[src/rtl/uart_tx_cfg_if.sv]
`default_nettype none
// ============================================================================
// Module   : uart_tx_cfg_if
// Purpose  : valid/ready write port feeding the UART transmitter FIFO
// Revision : 1.0
// ============================================================================
interface uart_tx_cfg_if #(
    parameter int DATA_BITS = 8
) ();
    logic [DATA_BITS-1:0] tx_data_i;
    logic                 valid_i;
    logic                 ready_o;

    modport master (
        output tx_data_i,
        output valid_i,
        input  ready_o
    );

    modport slave (
        input  tx_data_i,
        input  valid_i,
        output ready_o
    );
endinterface
`default_nettype wire

[src/rtl/uart_tx_cfg.sv]
`default_nettype none
// ============================================================================
// Module   : uart_tx_cfg
// Purpose  : FIFO-buffered UART transmitter with build-time frame format
// Revision : 1.0
// ============================================================================
module uart_tx_cfg #(
    parameter int CLK_DIV    = 868,
    parameter int DATA_BITS  = 8,
    parameter int PARITY     = 0,
    parameter int STOP_BITS  = 1,
    parameter int FIFO_DEPTH = 4
) (
    input  wire                          clk_i,
    input  wire                          reset_i,
    uart_tx_cfg_if.slave                 tx_if,
    output logic                         tx_o,
    output logic                         busy_o,
    output logic [$clog2(FIFO_DEPTH):0]  level_o
);
    localparam int          AW          = $clog2(FIFO_DEPTH);
    localparam logic [AW:0] c_DEPTH     = (AW+1)'(FIFO_DEPTH);
    localparam logic [15:0] c_RELOAD    = 16'(CLK_DIV - 1);
    localparam logic [3:0]  c_LAST_DATA = 4'(DATA_BITS - 1);
    localparam logic [3:0]  c_LAST_STOP = 4'(STOP_BITS - 1);

    localparam logic [2:0] c_ST_IDLE   = 3'd0;
    localparam logic [2:0] c_ST_START  = 3'd1;
    localparam logic [2:0] c_ST_DATA   = 3'd2;
    localparam logic [2:0] c_ST_PARITY = 3'd3;
    localparam logic [2:0] c_ST_STOP   = 3'd4;

    generate
        if (CLK_DIV < 2 || CLK_DIV > 65535) begin : g_bad_clk_div
            $error("uart_tx_cfg: CLK_DIV must be 2..65535");
        end
        if (DATA_BITS < 5 || DATA_BITS > 9) begin : g_bad_data_bits
            $error("uart_tx_cfg: DATA_BITS must be 5..9");
        end
        if (PARITY < 0 || PARITY > 2) begin : g_bad_parity
            $error("uart_tx_cfg: PARITY must be 0, 1 or 2");
        end
        if (STOP_BITS < 1 || STOP_BITS > 2) begin : g_bad_stop_bits
            $error("uart_tx_cfg: STOP_BITS must be 1 or 2");
        end
        if (FIFO_DEPTH < 2 || (FIFO_DEPTH & (FIFO_DEPTH - 1)) != 0) begin : g_bad_fifo_depth
            $error("uart_tx_cfg: FIFO_DEPTH must be a power of 2, at least 2");
        end
    endgenerate

    logic [DATA_BITS-1:0] r_mem [FIFO_DEPTH];
    logic [AW-1:0]        r_wr_ptr;
    logic [AW-1:0]        r_rd_ptr;
    logic [AW:0]          r_level;

    logic [2:0]           r_state;
    logic [15:0]          r_cnt;
    logic [3:0]           r_bit_idx;
    logic [DATA_BITS-1:0] r_shift;
    logic                 r_par;
    logic                 r_tx;

    logic                 w_ready;
    logic                 w_push;
    logic                 w_pop;
    logic                 w_nonempty;
    logic                 w_bit_end;
    logic [DATA_BITS-1:0] w_head;
    logic                 w_head_par;
    logic [DATA_BITS-1:0] w_shift_next;

    // Ready looks only at registered occupancy, so a full FIFO refuses a word
    // even on the edge where the transmitter pops.
    assign w_nonempty   = (r_level != '0);
    assign w_ready      = (r_level < c_DEPTH) && !reset_i;
    assign w_push       = tx_if.valid_i && w_ready;
    assign w_bit_end    = (r_cnt == 16'd0);
    assign w_pop        = w_nonempty &&
                          ((r_state == c_ST_IDLE) ||
                           ((r_state == c_ST_STOP) && w_bit_end && (r_bit_idx == c_LAST_STOP)));
    assign w_head       = r_mem[r_rd_ptr];
    assign w_head_par   = (PARITY == 2) ? ~(^w_head) : ^w_head;
    assign w_shift_next = {1'b0, r_shift[DATA_BITS-1:1]};

    always_ff @(posedge clk_i) begin
        if (w_push) begin
            r_mem[r_wr_ptr] <= tx_if.tx_data_i;
        end
    end

    always_ff @(posedge clk_i) begin
        if (reset_i) begin
            r_wr_ptr <= '0;
            r_rd_ptr <= '0;
            r_level  <= '0;
        end else begin
            if (w_push) r_wr_ptr <= r_wr_ptr + AW'(1);
            if (w_pop)  r_rd_ptr <= r_rd_ptr + AW'(1);
            if (w_push && !w_pop) begin
                r_level <= r_level + (AW+1)'(1);
            end else if (!w_push && w_pop) begin
                r_level <= r_level - (AW+1)'(1);
            end
        end
    end

    always_ff @(posedge clk_i) begin
        if (reset_i) begin
            r_state   <= c_ST_IDLE;
            r_cnt     <= 16'd0;
            r_bit_idx <= 4'd0;
            r_shift   <= '0;
            r_par     <= 1'b0;
            r_tx      <= 1'b1;
        end else if (w_pop) begin
            // Popping always starts a frame, from IDLE or straight out of STOP.
            r_state   <= c_ST_START;
            r_shift   <= w_head;
            r_par     <= w_head_par;
            r_tx      <= 1'b0;
            r_cnt     <= c_RELOAD;
            r_bit_idx <= 4'd0;
        end else begin
            if (r_state != c_ST_IDLE) begin
                r_cnt <= w_bit_end ? c_RELOAD : (r_cnt - 16'd1);
            end
            case (r_state)
                c_ST_IDLE: begin
                    r_tx <= 1'b1;
                end
                c_ST_START: begin
                    if (w_bit_end) begin
                        r_state   <= c_ST_DATA;
                        r_tx      <= r_shift[0];
                        r_shift   <= w_shift_next;
                        r_bit_idx <= 4'd0;
                    end
                end
                c_ST_DATA: begin
                    if (w_bit_end) begin
                        if (r_bit_idx == c_LAST_DATA) begin
                            r_bit_idx <= 4'd0;
                            if (PARITY != 0) begin
                                r_state <= c_ST_PARITY;
                                r_tx    <= r_par;
                            end else begin
                                r_state <= c_ST_STOP;
                                r_tx    <= 1'b1;
                            end
                        end else begin
                            r_bit_idx <= r_bit_idx + 4'd1;
                            r_tx      <= r_shift[0];
                            r_shift   <= w_shift_next;
                        end
                    end
                end
                c_ST_PARITY: begin
                    if (w_bit_end) begin
                        r_state <= c_ST_STOP;
                        r_tx    <= 1'b1;
                    end
                end
                c_ST_STOP: begin
                    if (w_bit_end) begin
                        if (r_bit_idx == c_LAST_STOP) begin
                            r_state <= c_ST_IDLE;
                        end else begin
                            r_bit_idx <= r_bit_idx + 4'd1;
                        end
                    end
                end
                default: begin
                    r_state <= c_ST_IDLE;
                    r_tx    <= 1'b1;
                end
            endcase
        end
    end

    assign tx_if.ready_o = w_ready;
    assign tx_o          = r_tx;
    assign busy_o        = (r_state != c_ST_IDLE) || w_nonempty;
    assign level_o       = r_level;
endmodule
`default_nettype wire

[src/flat_wrapper.sv]
// flat-port wrapper written by rule: the top's interface ports become plain ports
module uart_tx_cfg_flat 
#(
    parameter int CLK_DIV    = 868,
    parameter int DATA_BITS  = 8,
    parameter int PARITY     = 0,
    parameter int STOP_BITS  = 1,
    parameter int FIFO_DEPTH = 4
)
  (clk_i, reset_i, tx_o, busy_o, level_o, tx_if_tx_data_i, tx_if_valid_i, tx_if_ready_o);
  uart_tx_cfg_if #(.DATA_BITS(DATA_BITS)) tx_if_i ();
  input  wire clk_i;
  input  wire reset_i;
  output logic tx_o;
  output logic busy_o;
  output logic [$clog2(FIFO_DEPTH):0] level_o;
  input wire logic [$bits(tx_if_i.tx_data_i)-1:0] tx_if_tx_data_i;
  input wire logic [$bits(tx_if_i.valid_i)-1:0] tx_if_valid_i;
  output wire logic [$bits(tx_if_i.ready_o)-1:0] tx_if_ready_o;
  assign tx_if_i.tx_data_i = tx_if_tx_data_i;
  assign tx_if_i.valid_i = tx_if_valid_i;
  assign tx_if_ready_o = tx_if_i.ready_o;
  uart_tx_cfg #(.CLK_DIV(CLK_DIV), .DATA_BITS(DATA_BITS), .PARITY(PARITY), .STOP_BITS(STOP_BITS), .FIFO_DEPTH(FIFO_DEPTH)) u_core (.clk_i(clk_i), .reset_i(reset_i), .tx_if(tx_if_i), .tx_o(tx_o), .busy_o(busy_o), .level_o(level_o));
endmodule
[config.mk]
export PLATFORM = sky130hd
export DESIGN_NAME = uart_tx_cfg_flat
export DESIGN_NICKNAME = d
export VERILOG_FILES = /design/src/rtl/uart_tx_cfg_if.sv /design/src/rtl/uart_tx_cfg.sv /design/src/flat_wrapper.sv
export SDC_FILE = /design/constraint.sdc
export NUM_CORES = 1
export LEC_CHECK = 0
export ABC_CLOCK_PERIOD_IN_PS = 3100
export BUFFER_PORTS_ARGS = -buffer_cell sky130_fd_sc_hd__clkbuf_2
export CAP_MARGIN = 25
export CORE_MARGIN = 10
export CORE_UTILIZATION = 36
export DETAILED_ROUTE_END_ITERATION = 16
export PLACE_DENSITY = 0.64
export SLEW_MARGIN = 20
export SYNTH_ARGS = -nofsm -noshare
export SYNTH_HDL_FRONTEND = slang
export SYNTH_SLANG_ARGS = --single-unit
[constraint.sdc]
create_clock -name clk_i -period 3.1 [get_ports clk_i]
set_input_delay 0.155 -clock clk_i [delete_from_list [all_inputs] [get_ports clk_i]]
set_output_delay 0.155 -clock clk_i [all_outputs]
set_load 0.005 [all_outputs]
# Yosys cells after proc, flatten, opt, wreduce, memory -nomap -nowiden
# Memories as Yosys holds them, arrays and structs flattened. A register that Yosys moved wholly into a read port is not among the register bits.
# Cells that the tools add are included.
# op_classes
muxes,34
bitwise_logic,1
addsub,6
n_eq_ne,21
reduce_logical,27
magnitude_cmp,1
# ops
op,n
two-way mux 8 bit,4
two-way mux 3 bit,8
two-way mux 10 bit,2
two-way mux 4 bit,5
zero test 16 bit,1
two-way mux 16 bit,1
case mux 8 bit (2 select lines),1
subtractor 16 x 1 -> 16 bit (second input constant),1
!= test 3 x 1 -> 1 bit (second input constant),5
case mux 3 bit (5 select lines),1
!= test 2 x 1 -> 1 bit (second input constant),7
AND reduction 7 bit,2
case mux 4 bit (3 select lines),1
nonzero test 3 bit,4
two-way mux 1 bit,8
AND reduction 4 bit,2
logical AND 1 bit,7
== test 3 x 2 -> 1 bit (second input constant),2
!= test 3 x 2 -> 1 bit (second input constant),2
AND reduction 5 bit,1
adder 2 x 1 -> 2 bit (second input constant),2
adder 4 x 1 -> 4 bit (second input constant),1
== test 4 x 3 -> 1 bit (second input constant),1
zero test 4 bit,1
other kinds (14),20
# word_totals
ramBits,32
wordCells,101
input_bits,11
output_inout_bits,6
n_memories,1
register_bits,39
# memory_table
memory,depth,word_bits,rd,rd_ports_with_merged_regs,wr,line_no,rtl
u_core.r_mem,4,8,1,1,1,uart_tx_cfg.sv:51,logic [DATA_BITS-1:0] r_mem [FIFO_DEPTH];

# Depth between registers and ports, before layout
# depth
word_depth,8
ltp_mapped,13
ltp_nobuf,12

# Worst setup path before layout
# No wires, ideal clock.
# synth_timing
path_type,register -> register
startpoint,reg u_core.r_cnt[0]
endpoint,reg u_core.r_level[2] (netlist: u_core.level_o[2])
t_required_ns,3.030
slack_ns,0.408
t_arrival_ns,2.622
synth_period_minus_slack_ns,2.692
setup_time_ns,0.070
path_buffers,1
path_stages_with_launch,14
path_cell_list,dfxtp_1 -> inv_1 -> ha_1 -> nor4b_2 -> nand4_2 -> o22ai_2 -> inv_2 -> clkbuf_1 -> ha_1 -> inv_1 -> fa_1 -> xor2_1 -> or3_1 -> a21oi_1
# synth_between
elab_chain_cells,8
elab_cells_between_ends,10
classes_between,1 x mux; 9 x reduce/logical
# synth_rtl
element,line_no,rtl
from (decl),uart_tx_cfg.sv:57,logic [15:0] r_cnt;
from (signal assigned),uart_tx_cfg.sv:121,r_cnt <= c_RELOAD;
from (signal assigned),uart_tx_cfg.sv:125,r_cnt <= w_bit_end ? c_RELOAD : (r_cnt - 16'd1);
zero test 16 bit (*),uart_tx_cfg.sv:77,assign w_bit_end = (r_cnt == 16'd0);
logical AND 1 bit (*) (2 in series),uart_tx_cfg.sv:80,((r_state == c_ST_STOP) && w_bit_end && (r_bit_idx == c_LAST_STOP)));
logical OR 1 bit (*),uart_tx_cfg.sv:79,((r_state == c_ST_IDLE) ||
logical AND 1 bit (*),uart_tx_cfg.sv:78,assign w_pop = w_nonempty &&
zero test 1 bit,uart_tx_cfg.sv:99,if (w_push && !w_pop) begin
logical AND 1 bit,uart_tx_cfg.sv:99,
two-way mux 3 bit / nonzero test 2 bit (equally long branches),-,
to (signal assigned),uart_tx_cfg.sv:100,r_level <= r_level + (AW+1)'(1);
to (signal assigned),uart_tx_cfg.sv:102,r_level <= r_level - (AW+1)'(1);
to (decl),uart_tx_cfg.sv:54,logic [AW:0] r_level;
# Mark *: on every way between the ends. The rest lies on a longest branch, timed or not.
# A chain may end at the register's enable or synchronous reset.

# Final worst setup path
# Same ends and word-level chain as after synthesis.

==> out/results.ini <==
[setup_path]
crit_fanout = 8
critPathTopFamily = adder cells
arrival_ns = 2.81
slowest_stage = dfxtp_1
critPathLaunch = u_core.r_cnt[0]
path_cells = inv_1 -> ha_1 -> nor4b_2 -> nand4_2 -> o22ai_2 -> inv_2 -> ha_1 -> inv_1 -> fa_1 -> xor2_1 -> or3_1 -> a21oi_1
r2r_cells = 12
worst-path-stages = 12
required_ns = 3.38
critPathBufInv = 3
r2r_slack_ns = 0.57
r2r_end = u_core.level_o[2]
critPathKind = register to register
cp_slowest_stage_delay_ns = 0.38
r2r-start = u_core.r_cnt[0]
cp-start-kind = register
endpoint = u_core.level_o[2]
end_kind = register

[yosys]
yosysUniqueCellTypes = 58
synth_area_per_cell_sq_um = 11.7
synthArstFlopShare_pct = 0
netlist.area_leader.share_pct = 29.3
synth_top_cells_by_count = 41 x dfxtp_1, 32 x edfxtp_1, 30 x nor2_1
netlist_instances = 280
synth_top_flop_cell = dfxtp_1
syn_area_sq_mm = 0.00328
synth_warnings = 0
synth-edff-count = 32
yosys.area.top_type = edfxtp_1
ys_ff_latch = 73
synth_nets = 301
synthTopCellsByArea = edfxtp_1 29%, dfxtp_1 25%, mux4_2 5.5%
yosysSeqAreaShare_pct = 54.3
yosys.cell_count.top_type = dfxtp_1

[timing]
setup_violations = 0
max_freq_ghz = 0.395
hold_viol = 0
min_period_ns = 2.53
worst_pin_slew_ns = 0.549
relSlewSlack_pct = 63.4
finClkSkew_ns = 0.0125
rsz0062_at_grt = false
tns_ns = 0
min_period_over_period_pct = 81.7
setup_slack_ns = 0.567
finalMaxSlewViolations = 0

[global_routing]
grt_usage_pct = 9.85
antenna_found_initial = 0
grt_pass1_wl_mm = 10.5
grt_pass1_vias = 2138
grt_max_degree = 34
grt_overflow = 0

[power_and_ir_drop]
ir_drop_mv = 0.400
p_leak_nw = 1.28
power_density_mw_per_mm2 = 880
power_w = 0.00323

[die]
dieArea_sq_mm = 0.0133
die_w_um = 115
coreArea_sq_mm = 0.00881
rows = 34
ios = 17
start_util_pct = 37.3
die_height_um = 115

[clocking]
cts_tree = built
clk_pin_slew_worst_paths_ns = 0.09
h-tree-depth = 3
cts_made_buffers = 9
root_buffer = clkbuf_8
clock_latency_ns = 0.35
cts_sinks = 73
clockBufferDepth = 2

[run]
drv_cap = 0

[drt]
via_count = 2118
ant_nets = 0
drc_errors = 0
wl_mm = 6.06
dr.pass1.iters = 4
drtIter0Drc = 153
wl_per_cell_um = 14.7
viasPerCell = 5.15

[cells_and_area]
fill_cells = 816
nets = 319
syn_to_final_growth_pct = 11.8
final_layout_size_suffix_gt1_share_pct = 17.5
final_cells = 411
antennaDiodeCount = 0

[place]
dp.cells = 393
post-place-ws_ns = 0.600
place_congestion = 0.756
port_buffers = 16
dp_hpwl_mm = 4.15

[run_status]
status = finished clean

[min_path]
hp-start = tx_if_tx_data_i[7]
hold_path.class = input pin to register

cell type report:
| cell class | instances | area, sq um | area share [%] |
|---|---|---|---|
| Inverter | 12 | 45.0 | 1.23 |
| Tap cell | 108 | 135 | 3.68 |
| Sequential cell | 73 | 1780 | 48.6 |
| Timing Repair Buffer | 21 | 123 | 3.34 |
| Clock inverter | 7 | 70.1 | 1.91 |
| Multi-Input combinational cell | 181 | 1390 | 37.9 |
| Clock buffer | 9 | 124 | 3.38 |
worst register-to-register path: cells and delay by family (launching register included):
kind | cells | cell delay, ns
AO/OA/AOI/OAI | 2 | 0.29
XOR/XNOR | 1 | 0.17
adder cells (fa/ha/maj) | 3 | 0.74
buffers and inverters | 3 | 0.22
flip-flops | 1 | 0.38
AND/OR/NAND/NOR | 3 | 0.69
report_power, final:
part / switching (W) / internal, W
clock network: 0.000405 / 0.000312
registers: 0.000190 / 0.00118
logic: 0.000633 / 0.000512
cells in the final DEF, fill, tap and decap left out, types with 4 or more instances in the layout:
cell type / n
nand2b_1: 5
mux2i_1: 4
clkbuf_2: 16
xnor2_1: 10
and3_1: 5
edfxtp_1: 32
dfxtp_1: 41
clkbuf_8: 9
inv_1: 11
mux4_2: 8
o21ai_0: 5
nand2_1: 10
a211oi_1: 5
ha_1: 9
nand3b_1: 4
nor2_1: 30
a21oi_1: 20
xor2_1: 6
or3_1: 4
nor3_1: 6
timing repair:
| item | in CTS | in global routing |
|---|---|---|
| buffers inserted | 0 | 0 |
| hold endpoints to repair | 0 | 5 |
| resized for setup | 0 | 0 |
| hold buffers | 0 | 2 |
sequential cells by signal, summed over array words and instances (netlist names), named ones only:
register          count
u_core.level_o        3
u_core.r_bit_idx      4
u_core.r_cnt         16
u_core.r_mem         32
u_core.r_rd_ptr       2
u_core.r_shift        8
u_core.r_state        3
u_core.r_wr_ptr       2
u_core.tx_o           1
metrics by stage:
step	utilization, %	hold slack [ns]	area (sq um)
after detailed placement	39.2	0.378	3450
final	41.7	0.0155	3670
after global routing	41.7	0.000352	3670
after floorplan	-	0.254	3280
after global placement	39.2	0.371	3450
after CTS	41.4	0.00302	3650
logic make-up (layout without fill, tap and decap cells):
group | count (synthesis) | after routing | share of synthesized area (%)
buf+inv | 26 | 49 | 3.35
simple gates | 88 | 88 | 15.9
flops | 73 | 73 | 54.3
xor+xnor | 16 | 16 | 4.27
fa+ha+maj | 10 | 10 | 4.04
mux | 12 | 12 | 6.71
compound gates | 55 | 55 | 11.5
worst min path at each step:
stage | to | cells past startpoint
2_1_floorplan | u_core.r_mem[0][0] | 0
3_3_place_gp | u_core.r_mem[1][7] | 1
3_5_place_dp | u_core.r_mem[2][7] | 1
4_1_cts | u_core.r_mem[2][7] | 1
5_1_grt | u_core.r_mem[1][5] | 1
6_report | u_core.r_mem[2][7] | 1
layer usage:
layer | GRT usage (%) | vias up | wire length (um)
met5 | 0 | - | 0
met4 | 3.55 | 0 | 60
met3 | 3.05 | 9 | 161
met2 | 16.0 | 26 | 2910
met1 | 12.1 | 1011 | 2930
li1 | - | 1072 | -
No activity file was read; power rests on OpenSTA's default activity.
